### src/rtl/input_pin_capture_if.sv
// Processor-side bus bundle for the input pin peripheral: a write port used
// to clear the sticky edge flags and a strobed read port returning one
// register per strobe.
interface input_pin_capture_if;

  logic [7:0] OUTBUS_ADDR;
  logic [7:0] OUTBUS_DATA;
  logic       OUTBUS_WE;
  logic [7:0] INBUS_ADDR;
  logic [7:0] INBUS_DATA;
  logic       INBUS_RE;

  // Processor side: issues writes and read strobes, receives read data
  modport master (
    output OUTBUS_ADDR,
    output OUTBUS_DATA,
    output OUTBUS_WE,
    output INBUS_ADDR,
    output INBUS_RE,
    input  INBUS_DATA
  );

  // Peripheral side: decodes writes and read strobes, drives read data
  modport slave (
    input  OUTBUS_ADDR,
    input  OUTBUS_DATA,
    input  OUTBUS_WE,
    input  INBUS_ADDR,
    input  INBUS_RE,
    output INBUS_DATA
  );

endinterface

### src/rtl/input_pin_capture.sv
// Bus-mapped input pin peripheral. Each raw pin goes through a two-flop
// synchronizer and a per-pin debounce counter; the accepted (debounced)
// level is readable at DEVADDR+0, and sticky rise/fall flags derived from
// that level are readable at DEVADDR+1/+2 and cleared by writing ones.
// Read data is registered and is zero in every cycle that does not answer
// a strobe, so it can be OR-ed directly into the processor read bus.
module input_pin_capture #(
  parameter int         PIN_WIDTH       = 5,
  parameter logic [7:0] DEVADDR         = 8'h58,
  parameter int         DEBOUNCE_CYCLES = 16
) (
  input  logic                 clk,
  input  logic                 reset,
  input  logic [PIN_WIDTH-1:0] INPUT_PIN,
  input_pin_capture_if.slave   bus,
  output logic                 EVENT
);

  // The counter needs to hold DEBOUNCE_CYCLES-1; one extra bit keeps the
  // width non-zero when DEBOUNCE_CYCLES is 1.
  localparam int                CNT_W    = $clog2(DEBOUNCE_CYCLES) + 1;
  localparam logic [CNT_W-1:0]  CNT_LAST = CNT_W'(DEBOUNCE_CYCLES - 1);

  localparam logic [7:0] ADDR_LEVEL = DEVADDR;
  localparam logic [7:0] ADDR_RISE  = DEVADDR + 8'd1;
  localparam logic [7:0] ADDR_FALL  = DEVADDR + 8'd2;

  logic [PIN_WIDTH-1:0] r_sync1;
  logic [PIN_WIDTH-1:0] r_sync2;
  logic [PIN_WIDTH-1:0] r_level;
  logic [CNT_W-1:0]     r_cnt [PIN_WIDTH];
  logic [PIN_WIDTH-1:0] r_rise;
  logic [PIN_WIDTH-1:0] r_fall;
  logic [7:0]           r_inbusData;
  logic                 r_event;

  logic [PIN_WIDTH-1:0] w_levelNext;
  logic [CNT_W-1:0]     w_cntNext [PIN_WIDTH];
  logic [PIN_WIDTH-1:0] w_riseSet;
  logic [PIN_WIDTH-1:0] w_fallSet;
  logic [PIN_WIDTH-1:0] w_riseClr;
  logic [PIN_WIDTH-1:0] w_fallClr;
  logic [PIN_WIDTH-1:0] w_riseNext;
  logic [PIN_WIDTH-1:0] w_fallNext;
  logic [7:0]           w_readData;
  logic                 w_unusedBits;

  // Bring the asynchronous pins into the clk domain through two flops
  always_ff @(posedge clk or posedge reset) begin
    if (reset) begin
      r_sync1 <= '0;
      r_sync2 <= '0;
    end else begin
      r_sync1 <= INPUT_PIN;
      r_sync2 <= r_sync1;
    end
  end

  // Per pin: count consecutive cycles the synced value disagrees with the
  // accepted level; accept it on the DEBOUNCE_CYCLES-th, restart on agreement
  always_comb begin
    w_levelNext = r_level;
    for (int i = 0; i < PIN_WIDTH; i++) begin
      w_cntNext[i] = r_cnt[i];
      if (r_sync2[i] == r_level[i]) begin
        w_cntNext[i] = '0;
      end else if (r_cnt[i] == CNT_LAST) begin
        w_levelNext[i] = r_sync2[i];
        w_cntNext[i]   = '0;
      end else begin
        w_cntNext[i] = r_cnt[i] + 1'b1;
      end
    end
  end

  // Hold the accepted level and the per-pin debounce counters
  always_ff @(posedge clk or posedge reset) begin
    if (reset) begin
      r_level <= '0;
      for (int i = 0; i < PIN_WIDTH; i++) begin
        r_cnt[i] <= '0;
      end
    end else begin
      r_level <= w_levelNext;
      for (int i = 0; i < PIN_WIDTH; i++) begin
        r_cnt[i] <= w_cntNext[i];
      end
    end
  end

  // Edge detection on the accepted level and write-one-to-clear decode;
  // a set in the same cycle as a clear wins so no edge is ever lost
  always_comb begin
    w_riseSet = w_levelNext & ~r_level;
    w_fallSet = r_level & ~w_levelNext;
    w_riseClr = '0;
    w_fallClr = '0;
    if (bus.OUTBUS_WE) begin
      if (bus.OUTBUS_ADDR == ADDR_RISE) begin
        w_riseClr = PIN_WIDTH'(bus.OUTBUS_DATA);
      end else if (bus.OUTBUS_ADDR == ADDR_FALL) begin
        w_fallClr = PIN_WIDTH'(bus.OUTBUS_DATA);
      end
    end
    w_riseNext = (r_rise & ~w_riseClr) | w_riseSet;
    w_fallNext = (r_fall & ~w_fallClr) | w_fallSet;
  end

  // Sticky flags, with EVENT computed from the same next values so it
  // changes on the very edge the flag register does
  always_ff @(posedge clk or posedge reset) begin
    if (reset) begin
      r_rise  <= '0;
      r_fall  <= '0;
      r_event <= 1'b0;
    end else begin
      r_rise  <= w_riseNext;
      r_fall  <= w_fallNext;
      r_event <= |{w_riseNext, w_fallNext};
    end
  end

  // Select the addressed register for a read strobe; zero otherwise so the
  // shared read bus is not disturbed
  always_comb begin
    w_readData = 8'h00;
    if (bus.INBUS_RE) begin
      if (bus.INBUS_ADDR == ADDR_LEVEL) begin
        w_readData = 8'(r_level);
      end else if (bus.INBUS_ADDR == ADDR_RISE) begin
        w_readData = 8'(r_rise);
      end else if (bus.INBUS_ADDR == ADDR_FALL) begin
        w_readData = 8'(r_fall);
      end
    end
  end

  // Register read data: valid for exactly the one cycle after the strobe
  always_ff @(posedge clk or posedge reset) begin
    if (reset) begin
      r_inbusData <= 8'h00;
    end else begin
      r_inbusData <= w_readData;
    end
  end

  // Write data bits above PIN_WIDTH have no flag to clear
  assign w_unusedBits = ^bus.OUTBUS_DATA;

  assign bus.INBUS_DATA = r_inbusData;
  assign EVENT          = r_event;

endmodule

### src/flat_wrapper.sv
// flat-port wrapper written by rule: the top's interface ports become plain ports
module input_pin_capture_flat 
#(
  parameter int         PIN_WIDTH       = 5,
  parameter logic [7:0] DEVADDR         = 8'h58,
  parameter int         DEBOUNCE_CYCLES = 16
)
  (clk, reset, INPUT_PIN, EVENT, bus_OUTBUS_ADDR, bus_OUTBUS_DATA, bus_OUTBUS_WE, bus_INBUS_ADDR, bus_INBUS_RE, bus_INBUS_DATA);
  input_pin_capture_if bus_i ();
  input  logic clk;
  input  logic reset;
  input  logic [PIN_WIDTH-1:0] INPUT_PIN;
  output logic EVENT;
  input wire logic [$bits(bus_i.OUTBUS_ADDR)-1:0] bus_OUTBUS_ADDR;
  input wire logic [$bits(bus_i.OUTBUS_DATA)-1:0] bus_OUTBUS_DATA;
  input wire logic [$bits(bus_i.OUTBUS_WE)-1:0] bus_OUTBUS_WE;
  input wire logic [$bits(bus_i.INBUS_ADDR)-1:0] bus_INBUS_ADDR;
  input wire logic [$bits(bus_i.INBUS_RE)-1:0] bus_INBUS_RE;
  output wire logic [$bits(bus_i.INBUS_DATA)-1:0] bus_INBUS_DATA;
  assign bus_i.OUTBUS_ADDR = bus_OUTBUS_ADDR;
  assign bus_i.OUTBUS_DATA = bus_OUTBUS_DATA;
  assign bus_i.OUTBUS_WE = bus_OUTBUS_WE;
  assign bus_i.INBUS_ADDR = bus_INBUS_ADDR;
  assign bus_i.INBUS_RE = bus_INBUS_RE;
  assign bus_INBUS_DATA = bus_i.INBUS_DATA;
  input_pin_capture #(.PIN_WIDTH(PIN_WIDTH), .DEVADDR(DEVADDR), .DEBOUNCE_CYCLES(DEBOUNCE_CYCLES)) u_core (.clk(clk), .reset(reset), .INPUT_PIN(INPUT_PIN), .bus(bus_i), .EVENT(EVENT));
endmodule
### config.mk
export PLATFORM = sky130hd
export DESIGN_NAME = input_pin_capture_flat
export DESIGN_NICKNAME = d
export VERILOG_FILES = /design/src/rtl/input_pin_capture_if.sv /design/src/rtl/input_pin_capture.sv /design/src/flat_wrapper.sv
export SDC_FILE = /design/constraint.sdc
export NUM_CORES = 1
export LEC_CHECK = 0
export CAP_MARGIN = 10
export CORE_AREA = 3 3 64 90
export CTS_BUF_LIST = sky130_fd_sc_hd__clkbuf_8
export CTS_CLUSTER_SIZE = 8
export DETAILED_ROUTE_END_ITERATION = 10
export DIE_AREA = 0 0 67 93
export PLACE_DENSITY = 0.81
export SLEW_MARGIN = 20
export SYNTH_ARGS = -nofsm -noshare
export SYNTH_HDL_FRONTEND = slang
export SYNTH_SLANG_ARGS = --single-unit
### constraint.sdc
create_clock -name clk -period 3.55 [get_ports clk]
set_input_delay 0.71 -clock clk [delete_from_list [all_inputs] [get_ports clk]]
set_output_delay 0.71 -clock clk [all_outputs]
set_load 0.01 [all_outputs]
Word-level counts from Yosys, hierarchy flattened
Index checks and enable logic that the tools add are counted.
- muxes and demuxes: 29
- $add $sub $neg: 5
- equality and inequality tests: 15
- reduce and logical (&&, ||, !) cells: 1
- bitwise logic cells: 10
- operator list (kind ; count):
    5-bit two-way mux ; 16
    8-bit by 7-bit equality test with 1-bit output (second input constant) ; 5
    5-bit by 1-bit adder with 5-bit output (second input constant) ; 5
    5-bit by 4-bit equality test with 1-bit output (second input constant) ; 5
    8-bit two-way mux ; 3
    5-bit AND ; 4
    5-bit inverter ; 4
    1-bit two-way mux ; 10
    5-bit OR ; 2
    10-bit OR reduction ; 1
    1-bit equality test ; 5
- bits in registers: 59
- logic and storage cells: 72

Longest topological paths before layout
Gate-level depths: netlist (run 1).
- depth after elaboration: 8
- gate-level depth with buffers: 6

Worst setup path after synthesis (run 1)
Ideal clock, no wire load.
- kind: input to register
- from: input bus_OUTBUS_ADDR[5]
- to: register u_core.r_event (netlist: u_core.EVENT)
- arrival: 1.796 ns
- library setup time: 0.133 ns
- path buffers: 1
- slack: 1.621 ns
- data required time: 3.417 ns
- stages: 6
- cells stage by stage: and4bb_1 > buf_6 > nand3_4 > a211o_1 > nor4_1 > nand3_1
- word-level cells in the longest chain between the ends: 8
- elaborated cells between the ends (all ways): 14
- RTL lines (element ; RTL line ; source):
    from (decl) ; flat_wrapper.sv:14 ; input wire logic [$bits(bus_i.OUTBUS_ADDR)-1:0] bus_OUTBUS_ADDR;
    8-bit by 7-bit equality test with 1-bit output ; input_pin_capture.sv:101 ; end else if (bus.OUTBUS_ADDR == ADDR_FALL) begin
    5-bit two-way mux ; input_pin_capture.sv:101 ;
    5-bit two-way mux (*) ; input_pin_capture.sv:99 ; if (bus.OUTBUS_ADDR == ADDR_RISE) begin
    5-bit two-way mux (*) ; input_pin_capture.sv:98 ; if (bus.OUTBUS_WE) begin
    5-bit inverter (*) ; input_pin_capture.sv:106 ; w_fallNext = (r_fall & ~w_fallClr) | w_fallSet;
    5-bit AND (*) ; input_pin_capture.sv:106 ;
    5-bit OR (*) ; input_pin_capture.sv:106 ;
    named net u_core.w_fallNext[1] ; input_pin_capture.sv:44 ; logic [PIN_WIDTH-1:0] w_fallNext;
    10-bit OR reduction (*) ; input_pin_capture.sv:119 ; r_event <= |{w_riseNext, w_fallNext};
    to (signal assigned) ; input_pin_capture.sv:119 ;
    to (decl) ; input_pin_capture.sv:35 ; logic r_event;
The timed path passes the listed nets; every way through them passes the cells marked *.

Final worst setup path (run 1)
- from: input bus_OUTBUS_ADDR[6]
- to: register u_core.r_event (netlist: u_core.EVENT)
Same word-level chain as after synthesis.

==> results of run 1 <==
## worst paths after layout
path	end	slack, ns	cells after the start
max	u_core.EVENT	1.14	6
min	u_core.r_sync2[1]	0.36	0
max reg2reg	u_core.EVENT	1.84	6
min reg2reg	u_core.r_sync2[1]	0.36	0
max in group asynchronous	u_core.r_cnt[15]	2.08	3
min in group asynchronous	u_core.r_cnt[12]	0.64	2
## report_power, final
part / switching [mW] / total [mW] / internal, mW
registers: 0.0148 / 0.673 / 0.658
clock network: 0.199 / 0.359 / 0.160
logic: 0.0426 / 0.0931 / 0.0506
total: 0.256 / 1.12 / 0.869
## worst max-delay path, delay by kind of cell
family	cells	cell delay [ns]
simple gates	4	1.10
buf+inv	1	0.45
compound gates	1	0.34
## metrics by stage
step	hold WS (ns)	power, mW	cell area [µm²]	util	instances
floorplan	0.331	0.736	2410	-	210
global placement	0.332	0.777	2800	0.547	306
detailed placement	0.337	0.781	2800	0.547	306
CTS	0.358	1.14	2900	0.566	314
global route	0.370	1.19	2900	0.566	314
finish	0.358	1.12	2900	0.566	314
## final cells by class
class | count | area share
Inverter | 7 | 0.00907
Timing Repair Buffer | 36 | 0.124
Clock inverter | 2 | 0.00475
Multi-Input combinational cell | 141 | 0.322
Clock buffer | 6 | 0.0285
Tap cell | 66 | 0.0285
Sequential cell | 56 | 0.484
## sequential cells by signal, summed over array words and instances, names as in the netlist
register               flops
u_core.r_rise              5
u_core.r_fall              5
u_core.r_cnt              25
u_core.r_level             5
u_core.r_sync2             5
u_core.EVENT               1
u_core.bus.INBUS_DATA      5
u_core.r_sync1             5
## cells in the final DEF (no fill, tap or decap), drive strengths merged, types with 2 or more instances in the layout
cell	count
dfrtp	56
clkdlybuf4s50	35
nor2	23
xor2	13
nor2b	11
nand3	11
and2	10
inv	8
nand2	7
nand2b	7
o21ai	6
nand4	6
clkbuf	6
nor4	5
a2111oi	5
and3	5
ha	5
a211o	4
nand4b	3
a32o	3
conb	3
mux2	2
nor3b	2
o2bb2ai	2
## cell usage after synthesis, drive strengths merged
cell     instances  area [µm²]
buf              4        33.8
nand2            7        26.3
and2b            1        10.0
nand2b           7        43.8
xnor2            1        8.76
inv              7        26.3
and4bb           1        12.5
ha               5        62.6
a21o             1        7.51
nand4            6        37.5
o2bb2ai          2        17.5
or2              1        6.26
o21ai            6        30.0
xor2            13         114
dfrtp           56        1400
a32o             3        30.0
a31oi            1        6.26
nand4b           3        26.3
nand3           11        67.6
and3             5        31.3
nor4bb           1        10.0
conb             1        3.75
and2            10        62.6
nor2            23        86.3
mux2             2        22.5
clkbuf           2        17.5
nor2b           11        68.8
a2111oi          5        43.8
a211o            4        37.5
nor4             5        31.3
nor3b            2        15.0
a21oi            1        5.00
## metal layers
layer  share of wire  wire [µm]  track usage
met5               0          0            0
met4           0.018         74       0.0558
met3           0.061        255       0.0409
met2            0.51       2140        0.246
met1            0.41       1740        0.197
## logic make-up after synthesis
logic type	synth area share
compound gates	0.0739
simple gates	0.223
flops	0.583
buf+inv	0.0323
fa+ha+maj	0.0260
other cells	0.00156
mux	0.00937
xor+xnor	0.0510
==> results.json, run 1 <==
{
  "status": "finished clean",
  "drt_wl_total_um": 4200,
  "nets": 285,
  "io_pins": 42,
  "first_pass_iters": 4,
  "area_growth_pct": 20.5,
  "synth.distinct_cells": 36,
  "ys_seq_area_frac": 0.583,
  "ys_warn_count": 0,
  "cts_tree": "yes",
  "finClkSkew_ns": 0.0139,
  "grt_antenna_before_repair": 0,
  "setup_viol": 0,
  "crit_path_max_incr_delay_ns": 0.50,
  "pre_cts_ws_ns": 0.772,
  "syn_avg_cell_area_um2": 11.6,
  "max_freq_mhz": 414,
  "post_cts_buffers": 0,
  "multi_input_area_um2": 932,
  "insertion_delay_ns": 0.31,
  "required_ns": 3.74,
  "post-dp-hpwl_um": 3280,
  "clk_pin_slew_ns": 0.10,
  "relSlewSlack": 0.595,
  "syn-cell-area_mm2": 0.00240,
  "synth-seq-cells": 56,
  "die_h_um": 93,
  "grt-ovfl-total": 0,
  "post_route_cells_drive_above_1_share": 0.0685,
  "coreArea_mm2": 0.00512,
  "fin_ws_ns": 1.14,
  "maxCapViolCount": 0,
  "rsz0062_at_grt": "no",
  "min_path_type": "flip-flop to flip-flop",
  "die_area_mm2": 0.00623,
  "gp_congestion": 0.748,
  "grt_util_all_layers": 0.153,
  "fin_crit_ns": 2.41,
  "drv_slew": 0,
  "peakVddDrop_uv": 232,
  "worstPathArrival_ns": 2.60,
  "cp_slowest_cell": "nor2b_1",
  "fin_setup_tns_ns": 0,
  "hp-start": "u_core.r_sync1[1]",
  "cts_resized": 0,
  "grt_start_max_net_pins": 44,
  "drtAntennaViolNets": 0,
  "cts_buffer_depth": 2,
  "fin_crit_sh": 0.680,
  "diodes": 0,
  "initial_core_util": 0.469,
  "crit_start": "bus_OUTBUS_ADDR[6]",
  "cp-end-kind": "flip-flop",
  "synthCells": 208,
  "core.rowCount": 31,
  "num_vias": 1630,
  "die_w_um": 67,
  "clockRootBuffer": "clkbuf_8",
  "cts_hold_buf": 0,
  "wl_per_cell_um": 13.4,
  "drc": 0,
  "vias_per_cell": 5.19,
  "cp_max_fo": 7,
  "grt_pass1_wl_um": 7330,
  "htreeDepth": 2,
  "cp-start-kind": "primary input",
  "cellLeakagePower_nw": 1.36,
  "portBuffers": 35,
  "seqCellArea_mm2": 0.00140,
  "cts_made_buffers": 5,
  "drtIter0Drc": 92,
  "worst_pin_slew_ns": 0.607,
  "critical_path_class": "primary input to flip-flop",
  "grt_pass1_vias": 1655,
  "cellPowerDensity_mw_per_mm2": 388,
  "cts.sinks": 56,
  "worstReg2RegStart": "u_core.r_cnt[5]",
  "hold_violations": 0,
  "path_cells": "clkdlybuf4s50_1 -> nor2b_1 -> nand3_4 -> a211o_1 -> nor4_1 -> nand3_1",
  "fillers": 462
}
Note: power is estimated with default switching activity, not from simulation.
==> run 2, diff against run 1 <==
==> constraint.sdc (replaced) <==
create_clock -name clk -period 2.4 [get_ports clk]
set_input_delay 0.48 -clock clk [delete_from_list [all_inputs] [get_ports clk]]
set_output_delay 0.48 -clock clk [all_outputs]
set_load 0.01 [all_outputs]
==> run 2 against run 1 <==
  * Highest routed layer unchanged
  * Largest cell class unchanged
  * Die area stayed put
  * Via count up 1.1%
  * Sequential share of layout area shrank 0.50 points
  * Final cell count rose by 0.96%
  * Critical path type unchanged
  * Wire length rose by 2.0%
==> results.json, run 2 (same netlist as run 1, synthesis figures left out) <==
{
  "post_route_cells_drive_above_1_share": 0.0797,
  "cts_made_buffers": 5,
  "cellLeakagePower_nw": 1.38,
  "diodes": 0,
  "fin_total_pwr_mw": 1.66,
  "clk_pin_slew_ns": 0.10,
  "timing.hold.ws_ns": 0.356,
  "grt_pass1_vias": 1689,
  "drtAntennaViolNets": 0,
  "grt_antenna_before_repair": 0,
  "cts_tree": "yes",
  "largest_register_ff_count": 25,
  "hp-start": "u_core.r_sync1[3]",
  "pre_cts_ws_ns": 0.143,
  "min_path_type": "flip-flop to flip-flop",
  "max_freq_mhz": 524,
  "gp_congestion": 0.728,
  "grt-ovfl-total": 0,
  "htreeDepth": 2,
  "cp-start-kind": "primary input",
  "regMostFlops": "u_core.r_cnt",
  "wl_per_cell_um": 13.5,
  "drc": 0,
  "coreArea_mm2": 0.00512,
  "finClkSkew_ns": 0.00942,
  "initial_core_util": 0.469,
  "cts_hold_buf": 0,
  "area_growth_pct": 21.8,
  "insertion_delay_ns": 0.31,
  "required_ns": 2.59,
  "fillers": 457,
  "portBuffers": 35,
  "critical_path_class": "primary input to flip-flop",
  "drt_wl_total_um": 4290,
  "path_cells": "clkdlybuf4s50_1 -> and4bb_1 -> buf_4 -> nand3_4 -> a211o_1 -> nor4_1 -> nand3_1",
  "r2r_end": "u_core.EVENT",
  "worstHoldPathCells": 0,
  "fin_crit_ns": 1.91,
  "cp-end-kind": "flip-flop",
  "clockRootBuffer": "clkbuf_8",
  "status": "finished clean",
  "crit_path_max_incr_delay_ns": 0.39,
  "cts_resized": 0,
  "rsz0062_at_grt": "no",
  "cp_num_buf_inv": 2,
  "setup_viol": 0,
  "fin_ws_ns": 0.492,
  "drv_slew": 0,
  "io_pins": 42,
  "cts.sinks": 56,
  "nets": 288,
  "worstPathArrival_ns": 2.10,
  "layout_commonest_cell": "dfrtp_1",
  "fin_crit_sh": 0.795,
  "dp_cells": 309,
  "stdcell_count": 317,
  "most-common-layout-cells": "dfrtp_1 (56), clkdlybuf4s50_1 (35), nor2_1 (23), xor2_1 (13), nor2b_1 (11)",
  "maxCapViolCount": 0,
  "die_area_mm2": 0.00623,
  "grt_pass1_wl_um": 7410,
  "cts_buffer_depth": 2,
  "grt_util_all_layers": 0.158,
  "die_w_um": 67,
  "cp_max_fo": 7,
  "hold_violations": 0,
  "peakVddDrop_uv": 404,
  "worstReg2RegStart": "u_core.r_cnt[5]",
  "fin_setup_tns_ns": 0,
  "post-dp-hpwl_um": 3260,
  "vias_per_cell": 5.20,
  "core.rowCount": 31,
  "min_to": "u_core.r_sync2[3]",
  "reg2reg_depth": 6,
  "first_pass_iters": 4,
  "reg2reg_slack_ns": 0.73,
  "post_cts_buffers": 0,
  "critical-path-top-delay-family": "simple AND/OR/NAND/NOR gates",
  "cp_num_cells": 7,
  "cellPowerDensity_mw_per_mm2": 567,
  "num_vias": 1648,
  "die_h_um": 93,
  "cp_slowest_cell": "clkdlybuf4s50_1",
  "drtIter0Drc": 62,
  "grt_start_max_net_pins": 57
}
## run 2: cell type report
| type | instances | area (µm²) | share of cell area |
|---|---|---|---|
| Clock buffer | 5 | 68.8 | 0.0235 |
| Tap cell | 66 | 82.6 | 0.0282 |
| Multi-Input combinational cell | 141 | 932 | 0.319 |
| Timing Repair Buffer | 39 | 393 | 0.134 |
| Clock inverter | 3 | 22.5 | 0.00770 |
| Inverter | 7 | 26.3 | 0.00898 |
| Sequential cell | 56 | 1400 | 0.479 |
## run 2: power breakdown
group,switching (mW),total [mW],internal [mW]
clock,0.310,0.519,0.210
combinational,0.0650,0.145,0.0803
sequential,0.0219,0.996,0.974
## run 2: worst max-delay path by stage
stage	startpoint	slack [ns]	end
after floorplan	reset	0.55	u_core.EVENT
after detailed placement	bus_OUTBUS_ADDR[3]	0.14	u_core.EVENT
after CTS	bus_OUTBUS_ADDR[3]	0.49	u_core.EVENT
final	bus_OUTBUS_ADDR[5]	0.49	u_core.EVENT
after global placement	bus_OUTBUS_ADDR[5]	0.19	u_core.EVENT
after global routing	bus_OUTBUS_ADDR[5]	0.36	u_core.EVENT
## run 2: per-layer routing
metal	share of wire	track usage
met1	0.42	0.189
met3	0.065	0.0469
met5	0	0
met4	0.020	0.0711
met2	0.50	0.256
## run 2: stage by stage
stage | util | cell area, µm²
2_1_floorplan | - | 2410
4_1_cts | 0.572 | 2930
6_report | 0.572 | 2930
3_3_place_gp | 0.554 | 2840
5_1_grt | 0.572 | 2930
3_5_place_dp | 0.554 | 2840
==> run 3, diff against run 2 <==
==> constraint.sdc (replaced) <==
create_clock -name clk -period 1.9 [get_ports clk]
set_input_delay 0.38 -clock clk [delete_from_list [all_inputs] [get_ports clk]]
set_output_delay 0.38 -clock clk [all_outputs]
set_load 0.01 [all_outputs]
==> run 3 against run 2 <==
  * Power is 24% higher
  * Sequential power is 27% higher
  * Clock-buffer cell count stayed put
  * Critical path depth stayed put
  * Sequential share of layout area is 0.92 points lower
  * Register-to-register slack worse by 0.55 ns
  * Largest cell class unchanged
  * Clock skew hardly changed
  * Wire length is 0.26% higher
  * Critical path type unchanged
  * Highest routed layer unchanged
  * Flip-flop and latch count stayed put
  * Clock power is 19% higher
==> results.json, run 3 (same netlist as run 1, synthesis figures left out) <==
{
  "layout_commonest_cell": "dfrtp_1",
  "worstReg2RegStart": "u_core.r_cnt[5]",
  "finClkSkew_ns": 0.00921,
  "wl_per_cell_um": 13.2,
  "setup_viol": 0,
  "grt_pass1_vias": 1731,
  "timing.hold.ws_ns": 0.330,
  "die_w_um": 67,
  "diodes": 0,
  "htreeDepth": 2,
  "max_freq_mhz": 552,
  "die_h_um": 93,
  "initial_core_util": 0.469,
  "vias_per_cell": 5.15,
  "crit_start": "bus_OUTBUS_ADDR[5]",
  "status": "finished clean",
  "regMostFlops": "u_core.r_cnt",
  "power.switching_mw": 0.477,
  "cp-start-kind": "primary input",
  "cts_hold_buf": 0,
  "grt_start_max_net_pins": 44,
  "cts.sinks": 56,
  "grt-ovfl-total": 0,
  "grt_pass1_wl_um": 7490,
  "gp_congestion": 0.795,
  "cts_made_buffers": 5,
  "drtAntennaViolNets": 0,
  "largest_register_ff_count": 25,
  "critical_path_class": "primary input to flip-flop",
  "p_comb_frac": 0.093,
  "dp_cells": 318,
  "cts_resized": 0,
  "cts_tree": "yes",
  "p_sw_frac": 0.231,
  "post_cts_buffers": 0,
  "p_int_mw": 1.59,
  "p_clk_frac": 0.298,
  "peakVddDrop_uv": 502,
  "coreArea_mm2": 0.00512,
  "drc": 0,
  "cts_buffer_depth": 2,
  "grt_antenna_before_repair": 0,
  "cp-end-kind": "flip-flop",
  "post_route_cells_drive_above_1_share": 0.108,
  "die_area_mm2": 0.00623,
  "grt_util_all_layers": 0.157,
  "power_frac_seq": 0.609,
  "drtIter0Drc": 65,
  "num_vias": 1675,
  "rsz0062_at_grt": "no",
  "fin_total_pwr_mw": 2.07,
  "maxCapViolCount": 0,
  "clockRootBuffer": "clkbuf_8",
  "first_pass_iters": 4,
  "most-common-layout-cells": "dfrtp_1 (56), clkdlybuf4s50_1 (35), nor2_1 (23), xor2_1 (13), buf_4 (12)",
  "stdcell_count": 325,
  "post-dp-hpwl_um": 3360,
  "fin_crit_ns": 1.81,
  "cp_max_fo": 6,
  "drt_wl_total_um": 4300,
  "min_path_type": "primary input to asynchronous set/reset pin",
  "hold_violations": 0,
  "drv_slew": 0,
  "clk_pin_slew_ns": 0.10,
  "io_pins": 42,
  "insertion_delay_ns": 0.31,
  "cellPowerDensity_mw_per_mm2": 693,
  "worstPathArrival_ns": 2.01,
  "portBuffers": 35,
  "nets": 297,
  "fin_crit_sh": 0.954,
  "area_growth_pct": 24.2,
  "required_ns": 2.09,
  "core.rowCount": 31,
  "cellLeakagePower_nw": 1.42
}
[run 3: path summary, 6_finish.rpt]
kind / to / slack (ns) / depth (start not counted)
setup reg to reg: u_core.EVENT / 0.18 / 6
setup / recovery: u_core.EVENT / 0.09 / 7
max in group asynchronous: u_core.r_cnt[15] / 1.06 / 3
min in group clk: u_core.r_sync2[1] / 0.36 / 0
hold / removal: u_core.r_sync1[0] / 0.33 / 2
hold reg to reg: u_core.r_sync2[1] / 0.36 / 0
[run 3: metal layers]
metal	up-vias	global-route usage	part of all wire
li1	815	-	-
met1	817	0.187	0.40
met2	38	0.267	0.53
met3	5	0.0421	0.055
met4	0	0.0558	0.014
met5	-	0	0
[run 3: final cells by class]
cell class / count / area [µm²]
multi-input cells: 141 / 932
clock inverters: 2 / 12.5
well taps: 66 / 82.6
repair buffers: 48 / 460
clock buffers: 5 / 68.8
flip-flops and latches: 56 / 1400
inverters: 7 / 26.3
fillers: 458 / 2140
[run 3: power groups by stage]
stage	logic [mW]	clock network (mW)	registers [mW]
final	0.193	0.616	1.26
after global placement	0.192	0	1.28
after detailed placement	0.197	0	1.28
after CTS	0.198	0.643	1.26
after global routing	0.220	0.690	1.26
after floorplan	0.101	0	1.27
[run 3: worst max-delay path: stages]
cell             delay [ns]
clkdlybuf4s50_1        0.39
and4bb_1               0.28
buf_4                  0.16
nand3_4                0.08
a211o_1                0.32
nor4_1                 0.29
nand3_1                0.11
[run 3: stage by stage]
stage | utilization | TNS, ns | setup slack (ns) | area (µm²)
finish | 0.583 | 0 | 0.0873 | 2980
global route | 0.583 | 0 | 0.0157 | 2980
CTS | 0.583 | 0 | 0.0974 | 2980
detailed placement | 0.567 | -0.644 | -0.234 | 2900
global placement | 0.567 | -0.497 | -0.193 | 2900
floorplan | - | 0 | 0.149 | 2410
